### config.mk
export PLATFORM = sky130hd
export DESIGN_NAME = array_shift_ctrl
export DESIGN_NICKNAME = d
export VERILOG_FILES = /design/src/rtl/array_shift_ctrl.sv
export SDC_FILE = /design/constraint.sdc
export NUM_CORES = 1
export LEC_CHECK = 0
export BUFFER_PORTS_ARGS = -buffer_cell sky130_fd_sc_hd__buf_2
export CORE_UTILIZATION = 60
export CTS_CLUSTER_SIZE = 14
export DETAILED_ROUTE_END_ITERATION = 12
export MAX_ROUTING_LAYER = met4
export PLACE_DENSITY = 0.93
export SLEW_MARGIN = 10
export SYNTH_ARGS = -nofsm -noshare
export SYNTH_HDL_FRONTEND = slang
export SYNTH_SLANG_ARGS = --single-unit
### constraint.sdc
create_clock -name clock -period 10.2 [get_ports clock]
set_input_delay 0.51 -clock clock [delete_from_list [all_inputs] [get_ports clock]]
set_output_delay 0.51 -clock clock [all_outputs]
set_load 0.1 [all_outputs]
### src/rtl/array_shift_ctrl.sv
// Inserts a value into an array that lives in a fixed-size heap area. The tail is
// shifted up one word, highest index first, and then the array's size is bumped.
module array_shift_ctrl #(
  parameter int MemoryElementWidth = 12,
  parameter int NArea              = 10,
  parameter int AddrWidth          = 16
) (
  input  logic                          clock,
  input  logic                          reset,
  input  logic                          start,
  input  logic [MemoryElementWidth-1:0] array,
  input  logic [MemoryElementWidth-1:0] pos,
  input  logic [MemoryElementWidth-1:0] value,
  input  logic [MemoryElementWidth-1:0] sizeIn,
  output logic [AddrWidth-1:0]          memAddr,
  output logic                          memWe,
  output logic [MemoryElementWidth-1:0] memWData,
  input  logic [MemoryElementWidth-1:0] memRData,
  output logic                          sizeWe,
  output logic [MemoryElementWidth-1:0] sizeOut,
  output logic                          busy,
  output logic                          done,
  output logic                          error
);

  localparam int W = MemoryElementWidth;

  localparam logic [2:0] IDLE   = 3'd0;
  localparam logic [2:0] CHECK  = 3'd1;
  localparam logic [2:0] READ   = 3'd2;
  localparam logic [2:0] WRITE  = 3'd3;
  localparam logic [2:0] INSERT = 3'd4;
  localparam logic [2:0] SIZE   = 3'd5;
  localparam logic [2:0] DONE   = 3'd6;

  localparam logic [W-1:0]         NAREA_W  = W'(NArea);
  localparam logic [W-1:0]         ONE_W    = {{(W-1){1'b0}}, 1'b1};
  localparam logic [AddrWidth-1:0] ADDR_ONE = {{(AddrWidth-1){1'b0}}, 1'b1};

  // The product is formed wide and truncated, so the base wraps modulo 2**AddrWidth.
  function automatic logic [AddrWidth-1:0] area_base(input logic [W-1:0] arr);
    logic [AddrWidth+31:0] prod;
    prod = (AddrWidth+32)'(arr) * (AddrWidth+32)'(NArea);
    return prod[AddrWidth-1:0];
  endfunction

  function automatic logic [AddrWidth-1:0] heap_addr(input logic [AddrWidth-1:0] base,
                                                     input logic [W-1:0]         idx);
    return base + AddrWidth'(idx);
  endfunction

  logic [2:0]           state_q, state_d;
  logic [AddrWidth-1:0] base_q, base_d;
  logic [W-1:0]         pos_q, pos_d;
  logic [W-1:0]         value_q, value_d;
  logic [W-1:0]         size_q, size_d;
  logic [W-1:0]         idx_q, idx_d;
  logic                 err_q, err_d;

  logic [AddrWidth-1:0] mem_addr_q, mem_addr_d;
  logic                 mem_we_q, mem_we_d;
  logic                 wr_from_rd_q, wr_from_rd_d;
  logic [W-1:0]         wdata_q, wdata_d;
  logic                 size_we_q, size_we_d;
  logic [W-1:0]         size_out_q, size_out_d;
  logic                 busy_q, busy_d;
  logic                 done_q, done_d;
  logic                 error_q, error_d;

  logic                 reject_s;

  assign reject_s = (size_q >= NAREA_W) || (pos_q > size_q);

  // Sequencer: latch the request, validate it, then walk i down from size to pos.
  always_comb begin
    state_d = state_q;
    base_d  = base_q;
    pos_d   = pos_q;
    value_d = value_q;
    size_d  = size_q;
    idx_d   = idx_q;
    err_d   = err_q;
    case (state_q)
      IDLE: begin
        if (start) begin
          base_d  = area_base(array);
          pos_d   = pos;
          value_d = value;
          size_d  = sizeIn;
          err_d   = 1'b0;
          state_d = CHECK;
        end else begin
          state_d = IDLE;
        end
      end
      CHECK: begin
        if (reject_s) begin
          err_d   = 1'b1;
          state_d = DONE;
        end else begin
          idx_d = size_q;
          if (size_q == pos_q) begin
            state_d = INSERT;
          end else begin
            state_d = READ;
          end
        end
      end
      READ: begin
        state_d = WRITE;
      end
      WRITE: begin
        idx_d = idx_q - ONE_W;
        if (idx_d == pos_q) begin
          state_d = INSERT;
        end else begin
          state_d = READ;
        end
      end
      INSERT: begin
        state_d = SIZE;
      end
      SIZE: begin
        state_d = DONE;
      end
      DONE: begin
        state_d = IDLE;
      end
      default: begin
        state_d = IDLE;
      end
    endcase
  end

  // Output values are decoded from the next state so they register in step with it.
  always_comb begin
    mem_addr_d   = {AddrWidth{1'b0}};
    mem_we_d     = 1'b0;
    wr_from_rd_d = 1'b0;
    wdata_d      = {W{1'b0}};
    size_we_d    = 1'b0;
    size_out_d   = {W{1'b0}};
    done_d       = 1'b0;
    error_d      = 1'b0;
    case (state_d)
      READ: begin
        mem_addr_d = heap_addr(base_q, idx_d) - ADDR_ONE;
      end
      WRITE: begin
        mem_addr_d   = heap_addr(base_q, idx_d);
        mem_we_d     = 1'b1;
        wr_from_rd_d = 1'b1;
      end
      INSERT: begin
        mem_addr_d = heap_addr(base_q, pos_q);
        mem_we_d   = 1'b1;
        wdata_d    = value_q;
      end
      SIZE: begin
        size_we_d  = 1'b1;
        size_out_d = size_q + ONE_W;
      end
      DONE: begin
        done_d  = 1'b1;
        error_d = err_d;
      end
      default: begin
        mem_we_d = 1'b0;
      end
    endcase
    busy_d = (state_d != IDLE) && (state_d != DONE);
  end

  // Control state and latched request.
  always_ff @(posedge clock or posedge reset) begin
    if (reset) begin
      state_q <= IDLE;
      base_q  <= {AddrWidth{1'b0}};
      pos_q   <= {W{1'b0}};
      value_q <= {W{1'b0}};
      size_q  <= {W{1'b0}};
      idx_q   <= {W{1'b0}};
      err_q   <= 1'b0;
    end else begin
      state_q <= state_d;
      base_q  <= base_d;
      pos_q   <= pos_d;
      value_q <= value_d;
      size_q  <= size_d;
      idx_q   <= idx_d;
      err_q   <= err_d;
    end
  end

  // Output registers; reset clears strobes immediately.
  always_ff @(posedge clock or posedge reset) begin
    if (reset) begin
      mem_addr_q   <= {AddrWidth{1'b0}};
      mem_we_q     <= 1'b0;
      wr_from_rd_q <= 1'b0;
      wdata_q      <= {W{1'b0}};
      size_we_q    <= 1'b0;
      size_out_q   <= {W{1'b0}};
      busy_q       <= 1'b0;
      done_q       <= 1'b0;
      error_q      <= 1'b0;
    end else begin
      mem_addr_q   <= mem_addr_d;
      mem_we_q     <= mem_we_d;
      wr_from_rd_q <= wr_from_rd_d;
      wdata_q      <= wdata_d;
      size_we_q    <= size_we_d;
      size_out_q   <= size_out_d;
      busy_q       <= busy_d;
      done_q       <= done_d;
      error_q      <= error_d;
    end
  end

  // Read data arrives in the WRITE cycle itself, so the shifted word bypasses the registers.
  assign memWData = wr_from_rd_q ? memRData : wdata_q;
  assign memAddr  = mem_addr_q;
  assign memWe    = mem_we_q;
  assign sizeWe   = size_we_q;
  assign sizeOut  = size_out_q;
  assign busy     = busy_q;
  assign done     = done_q;
  assign error    = error_q;

endmodule

==> results.py, run 1 <==
metrics = {
    "run_status": {
        "status": "complete, no violations",
    },
    "global_routing": {
        "grt_first_pass_wirelength_um": 31600,
        "grt_max_degree": 62,
        "track_usage": 0.322,
        "grt_pass1_vias": 6454,
        "antenna_found_initial": 0,
        "overflow": 0,
    },
    "logic_synthesis": {
        "synth_seq_cells": 113,
        "yosysTopAreaCellShare": 0.379,
        "post_synth_mux_area_share": 0.0221,
        "netlist_area_um2": 7460,
        "async_flop_share": 1.00,
        "synthAdderAreaFrac": 0.105,
        "synth_commonest_cells": "nand2_1 (139), dfrtp_1 (113), ha_1 (58)",
        "ys.flop_type": "dfrtp_1",
        "yosysTopAreaCell": "dfrtp_1",
        "post_synth_xor_area_fraction": 0.0740,
        "avgSynthCellArea_um2": 8.88,
        "synth-edff-count": 0,
        "synth_compound_area_frac": 0.176,
        "yosysSeqAreaShare": 0.379,
        "syn_nets": 964,
        "synth-simple-area-share": 0.203,
        "synthCells": 840,
        "synth_top_family_by_area": "simple AND/OR/NAND/NOR gates",
        "synth_cell_types": 67,
        "synth_area_leaders": "dfrtp_1 (38%), ha_1 (9.7%), nand2_1 (7.0%), xnor2_1 (5.5%), o21ai_0 (3.5%)",
        "yosysMostFrequentCell": "nand2_1",
        "yosysWarnings": 0,
    },
    "min_path": {
        "hp-class": "primary input to async pin",
    },
    "sta": {
        "hold_ws_ns": 0.194,
        "fin_tns_setup_ns": 0,
        "skew_ns": 0.00673,
        "rsz0062_at_grt": "no",
        "hold_viol": 0,
        "max_freq_ghz": 0.189,
        "period_needed_ns": 5.30,
        "worst_slew_pin_slew_ns": 1.01,
        "fin_crit_sh": 0.520,
        "drv_slew": 0,
        "finalSetupViolations": 0,
        "max_slew_margin": 0.310,
    },
    "drt": {
        "drt_wl_total_um": 19200,
        "first_iter_violations": 803,
        "wl_met2_um": 8840,
        "drt-met1-wl_um": 8090,
        "via_per_inst": 6.13,
        "detail_route.drc_violations": 0,
        "drt_pre_antenna_iters": 5,
        "ant_nets": 0,
        "wl_per_cell_um": 17.2,
        "wl_met3_um": 1750,
        "vias": 6814,
        "highest_layer": "met4",
    },
    "cts": {
        "cts_max_level": 4,
        "cts_buffers": 17,
        "clkTransAtPathRegs_ns": 0.06,
        "cts_buffer_depth": 2,
        "ctsResizeCount": 0,
        "insertion_delay_ns": 0.42,
        "cts_setup_buffers": 0,
        "cts_tree": "built",
        "clock-sinks": 113,
        "ctsHoldBuffers": 0,
        "cts-root-buf": "clkbuf_16",
    },
    "layout": {
        "multi_input_area_um2": 4330,
        "nets": 1055,
        "area_growth_pct": 16.1,
        "seqCellArea_um2": 2830,
        "final_area_um2": 8660,
        "diodes": 0,
        "fillers": 875,
        "fin_util": 0.718,
        "drive_gt1_frac": 0.171,
    },
    "critical_path": {
        "crit_slowest_cell": "or4_1",
        "critPathMaxFanout": 6,
        "critical_path_buf_inv_count": 1,
        "cp.arrival_ns": 5.61,
        "critical_path_class": "flop to flop",
        "cp.required_ns": 10.51,
        "r2r_end": "memAddr[15]",
        "start_kind": "flop",
        "critPathCaptureType": "flop",
        "slowest_delay_ns": 0.60,
        "critical_path.cell_chain": "inv_1, ha_1, nand4_1, nor3_1, nand2_1, o21ai_1, nand2_1, o22a_1, nor2_1, a211oi_1, ha_1, a21oi_1, o2111ai_1, xnor2_1, o21ai_0, or4_1, or2_2, o31a_1, o31ai_1",
        "r2r_setup_slack_ns": 4.90,
        "ff2ff_path_depth": 19,
        "cpLargestDelayFamily": "simple AND/OR/NAND/NOR gates",
        "r2r-start": "size_q[6]",
    },
    "floorplanning": {
        "design.die.area_um2": 12900,
        "core.rowCount": 40,
        "io_pins": 108,
        "die_w_um": 114,
        "core_um2": 12100,
        "start_util": 0.618,
        "die_y_um": 114,
    },
    "placed_design": {
        "place_congestion": 0.987,
        "io_buffers": 107,
        "post-dp-hpwl_um": 13300,
        "place_area_um2": 8070,
    },
    "flow_run": {
        "max_cap_violations": 0,
    },
}
-- state kept, by name, indices dropped and copies added, names as in the netlist --
name / cells
memAddr: 16
base_q: 15
idx_q: 12
pos_q: 12
sizeOut: 12
size_q: 12
value_q: 12
wdata_q: 12
state_q: 3
busy: 1
done: 1
err_q: 1
error: 1
memWe: 1
sizeWe: 1
wr_from_rd_q: 1
-- worst reg2reg max path, stage by stage (launching register included) --
cell and delay (ns):
dfrtp_1 0.43, inv_1 0.11, ha_1 0.30, nand4_1 0.15, nor3_1 0.34, nand2_1 0.18
o21ai_1 0.27, nand2_1 0.16, o22a_1 0.25, nor2_1 0.14, a211oi_1 0.09, ha_1 0.34
a21oi_1 0.27, o2111ai_1 0.19, xnor2_1 0.34, o21ai_0 0.25, or4_1 0.60, or2_2 0.34
o31a_1 0.25, o31ai_1 0.20
-- placed cells by master, fill, tap and decap left out, drive strengths merged, types with 7 or more instances in the layout --
cell type	n
inv	38
and2	17
a211oi	10
ha	58
nor4	11
dfrtp	113
a21oi	24
o21bai	7
buf	109
nand3	26
nand2	139
and3	10
nor3	26
nor2	49
a21o	16
o21ai	56
nand4	8
o211ai	8
mux2	12
o31ai	7
clkbuf	19
xor2	16
o21a	9
xnor2	47
-- routing by layer --
metal / global-route usage / vias up
met3: 0.0675 / 47
met4: 0.134 / 0
li1: - / 3177
met5: - / -
met1: 0.431 / 3226
met2: 0.477 / 364
-- stage by stage --
stage	std cells	setup WS, ns
after floorplan	840	5.61
after global placement	1080	5.22
after detailed placement	1080	5.03
after CTS	1112	5.01
after global routing	1112	4.54
final	1112	4.90
-- worst max-delay path by stage --
stage	cells past startpoint	slack, ns	to	start
floorplan	20	5.61	memAddr[15]	size_q[2]
global placement	17	5.22	memAddr[15]	size_q[0]
detailed placement	20	5.03	memAddr[15]	size_q[1]
CTS	20	5.01	memAddr[15]	size_q[1]
global route	20	4.54	memAddr[14]	size_q[1]
finish	19	4.90	memAddr[15]	size_q[6]
-- kinds of logic after synthesis --
logic type / after synthesis
AND/OR/NAND/NOR: 321
AO/OA/AOI/OAI: 191
flip-flops: 113
buffers and inverters: 76
XOR/XNOR: 63
adder cells (fa/ha/maj): 61
multiplexers: 15
-- layout make-up --
class                   count  area share
well taps                 168      0.0243
flip-flops and latches    113       0.327
multi-input cells         651       0.500
repair buffers            109      0.0636
clock buffers              19      0.0523
inverters                  39      0.0172
clock inverters            13      0.0159
Power of run 1 is not shown: default switching activity piles up to over one toggle a cycle in this logic, so the estimate is an artifact.
==> run 2: changes to the inputs <==
--- a/config.mk
+++ b/config.mk
@@ -6,11 +6,11 @@
 export NUM_CORES = 1
 export LEC_CHECK = 0
 export BUFFER_PORTS_ARGS = -buffer_cell sky130_fd_sc_hd__buf_2
-export CORE_UTILIZATION = 60
+export CORE_UTILIZATION = 53
 export CTS_CLUSTER_SIZE = 14
 export DETAILED_ROUTE_END_ITERATION = 12
 export MAX_ROUTING_LAYER = met4
-export PLACE_DENSITY = 0.93
+export PLACE_DENSITY = 0.88
 export SLEW_MARGIN = 10
 export SYNTH_ARGS = -nofsm -noshare
 export SYNTH_HDL_FRONTEND = slang
==> constraint.sdc (replaced) <==
create_clock -name clock -period 4.5 [get_ports clock]
set_input_delay 0.225 -clock clock [delete_from_list [all_inputs] [get_ports clock]]
set_output_delay 0.225 -clock clock [all_outputs]
set_load 0.1 [all_outputs]
==> run 2 against run 1 <==
The run now ends with negative hold slack, negative setup slack left. Global-route usage grew 0.40 points. Non-clock buffer count grew 111. Maximum frequency grew 9.2%. First-iteration DRC count grew 4.1%. Sequential share of layout area shrank 3.5 points. Die area grew 13%. Via count grew 9.9%. Routed wire length grew 19%. Flip-flop and latch count is the same. Critical path type unchanged.
==> results.py, run 2 (synthesis gave the netlist of run 1 again) <==
metrics = {
    "run_status": {
        "status": "complete, but fails checks",
        "violations": "negative hold slack, negative setup slack",
    },
    "sta": {
        "rsz0062_at_grt": "yes",
        "max_slew_margin": 0.356,
        "skew_ns": 0.0128,
        "period_needed_ns": 4.85,
        "hold_ws_ns": -0.0196,
        "drv_slew": 0,
        "post-route-worst-setup-slack_ns": -0.354,
        "finalSetupViolations": 7,
        "fin_crit_sh": 1.08,
        "fin_tns_setup_ns": -1.46,
        "hold_viol": 24,
        "max_freq_ghz": 0.206,
        "worst_slew_pin_slew_ns": 0.941,
    },
    "global_routing": {
        "use_met3": 0.0741,
        "overflow": 0,
        "grt_use_met1": 0.395,
        "track_usage": 0.326,
        "grt_first_pass_wirelength_um": 35400,
        "grt_pass1_vias": 7173,
        "grtUsageMet2": 0.515,
        "antenna_found_initial": 0,
        "top_usage_layer": "met2",
        "grt_max_degree": 72,
    },
    "critical_path": {
        "r2r-start": "size_q[1]",
        "critPathMaxFanout": 4,
        "critical_path_class": "flop to flop",
        "cp.required_ns": 4.81,
        "critPathCaptureType": "flop",
        "cp-startpoint": "size_q[1]",
        "start_kind": "flop",
        "cp.arrival_ns": 5.17,
    },
    "cts": {
        "insertion_delay_ns": 0.43,
        "clkTransAtPathRegs_ns": 0.06,
        "clock-sinks": 113,
        "cts_max_level": 4,
        "cts_tree": "built",
        "cts-root-buf": "clkbuf_16",
        "cts_buffers": 17,
        "cts_buffer_depth": 2,
    },
    "flow_run": {
        "max_cap_violations": 0,
    },
    "placed_design": {
        "io_buffers": 107,
        "placed_cells": 1174,
        "post-dp-hpwl_um": 15000,
        "place_congestion": 0.925,
    },
    "floorplanning": {
        "core.rowCount": 42,
        "io_pins": 108,
        "core_um2": 13500,
        "die_w_um": 121,
        "start_util": 0.552,
        "design.die.area_um2": 14600,
        "die_y_um": 121,
    },
    "layout": {
        "layout_common_cells": "nand2_1 (138), dfrtp_1 (113), buf_2 (107)",
        "nets": 1166,
        "diodes": 0,
        "largest_register_ffs": 16,
        "drive_gt1_frac": 0.276,
        "area_growth_pct": 30.0,
        "stdcell_count": 1228,
        "layout_commonest_cell": "nand2_1",
        "fin_util": 0.718,
    },
    "drt": {
        "wl_per_cell_um": 18.6,
        "detail_route.drc_violations": 0,
        "ant_nets": 0,
        "drt_pre_antenna_iters": 7,
        "drt_wl_total_um": 22800,
        "vias": 7487,
        "via_per_inst": 6.10,
        "first_iter_violations": 836,
    },
    "min_path": {
        "hp-class": "primary input to async pin",
    },
}
[run 2: cell count changes in the layout (fill, tap and decap cells not counted), moves of 3 or more]
| cell | change |
|---|---|
| buf_4 | +97 |
| dlygate4sd3_1 | +13 |
| clkinvlp_4 | -5 |
| a211oi_1 | -4 |
| a211oi_2 | +4 |
| nor4_1 | -4 |
| a21oi_1 | -3 |
| a21oi_2 | +3 |
| clkbuf_1 | +3 |
| ha_1 | -3 |
| o21ai_0 | -3 |
[run 2: worst paths after layout]
path                               end  slack, ns  cells past startpoint
max reg2reg                memAddr[15]      -0.35                     21
min                         sizeOut[4]      -0.02                      2
min in group clock           size_q[7]       0.01                      3
min reg2reg                 value_q[4]       0.47                      2
max in group asynchronous        memWe       3.43                      3
max                        memAddr[15]      -0.35                     21
[run 2: final cells by class]
type                            count  area (um2)
Clock buffer                       22         464
Clock inverter                      7        62.6
Fill cell                         956        3810
Inverter                           39         149
Multi-Input combinational cell    651        4550
Sequential cell                   113        2830
Tap cell                          176         220
Timing Repair Buffer              220        1420
[run 2: what timing repair did]
action                                 in CTS  in global routing
pin swaps                                  18                  2
setup buffers                               9                  3
setup endpoints to repair                   7                  7
gates resized for setup                    38                  6
endpoints found under the hold margin      13                  0
cloned                                      0                  0
hold buffers                               13                  0
[run 2: metrics by stage]
stage / instance area, um2 / hold WS [ns] / setup WS [ns]
after floorplan: 7470 / 0.330 / 0.0206
after global placement: 8730 / 0.417 / -0.0861
after detailed placement: 8730 / 0.420 / -0.322
after CTS: 9630 / 0.000445 / -0.0802
after global routing: 9700 / 0.00798 / -0.460
final: 9700 / -0.0196 / -0.354
[run 2: metal layers]
layer / share of wire / vias up
met4: 0.044 / 0
met1: 0.40 / 3541
met5: 0 / -
li1: - / 3393
met3: 0.088 / 112
met2: 0.47 / 441
[run 2: worst max-delay path, cell delays in order, from the launching register on]
cell      delay, ns
dfrtp_1        0.36
inv_1          0.08
ha_1           0.31
nor2b_4        0.15
o211ai_1       0.15
a211oi_2       0.35
o21ai_2        0.09
buf_6          0.14
nand2_2        0.09
o22ai_2        0.09
a221oi_2       0.31
ha_2           0.25
inv_1          0.08
fa_2           0.36
nor2b_2        0.17
o21a_1         0.16
o21a_1         0.15
o21ai_1        0.11
or4_4          0.54
or2_4          0.26
o31a_1         0.27
o31ai_2        0.27
Power of run 2 is left out for the same reason.
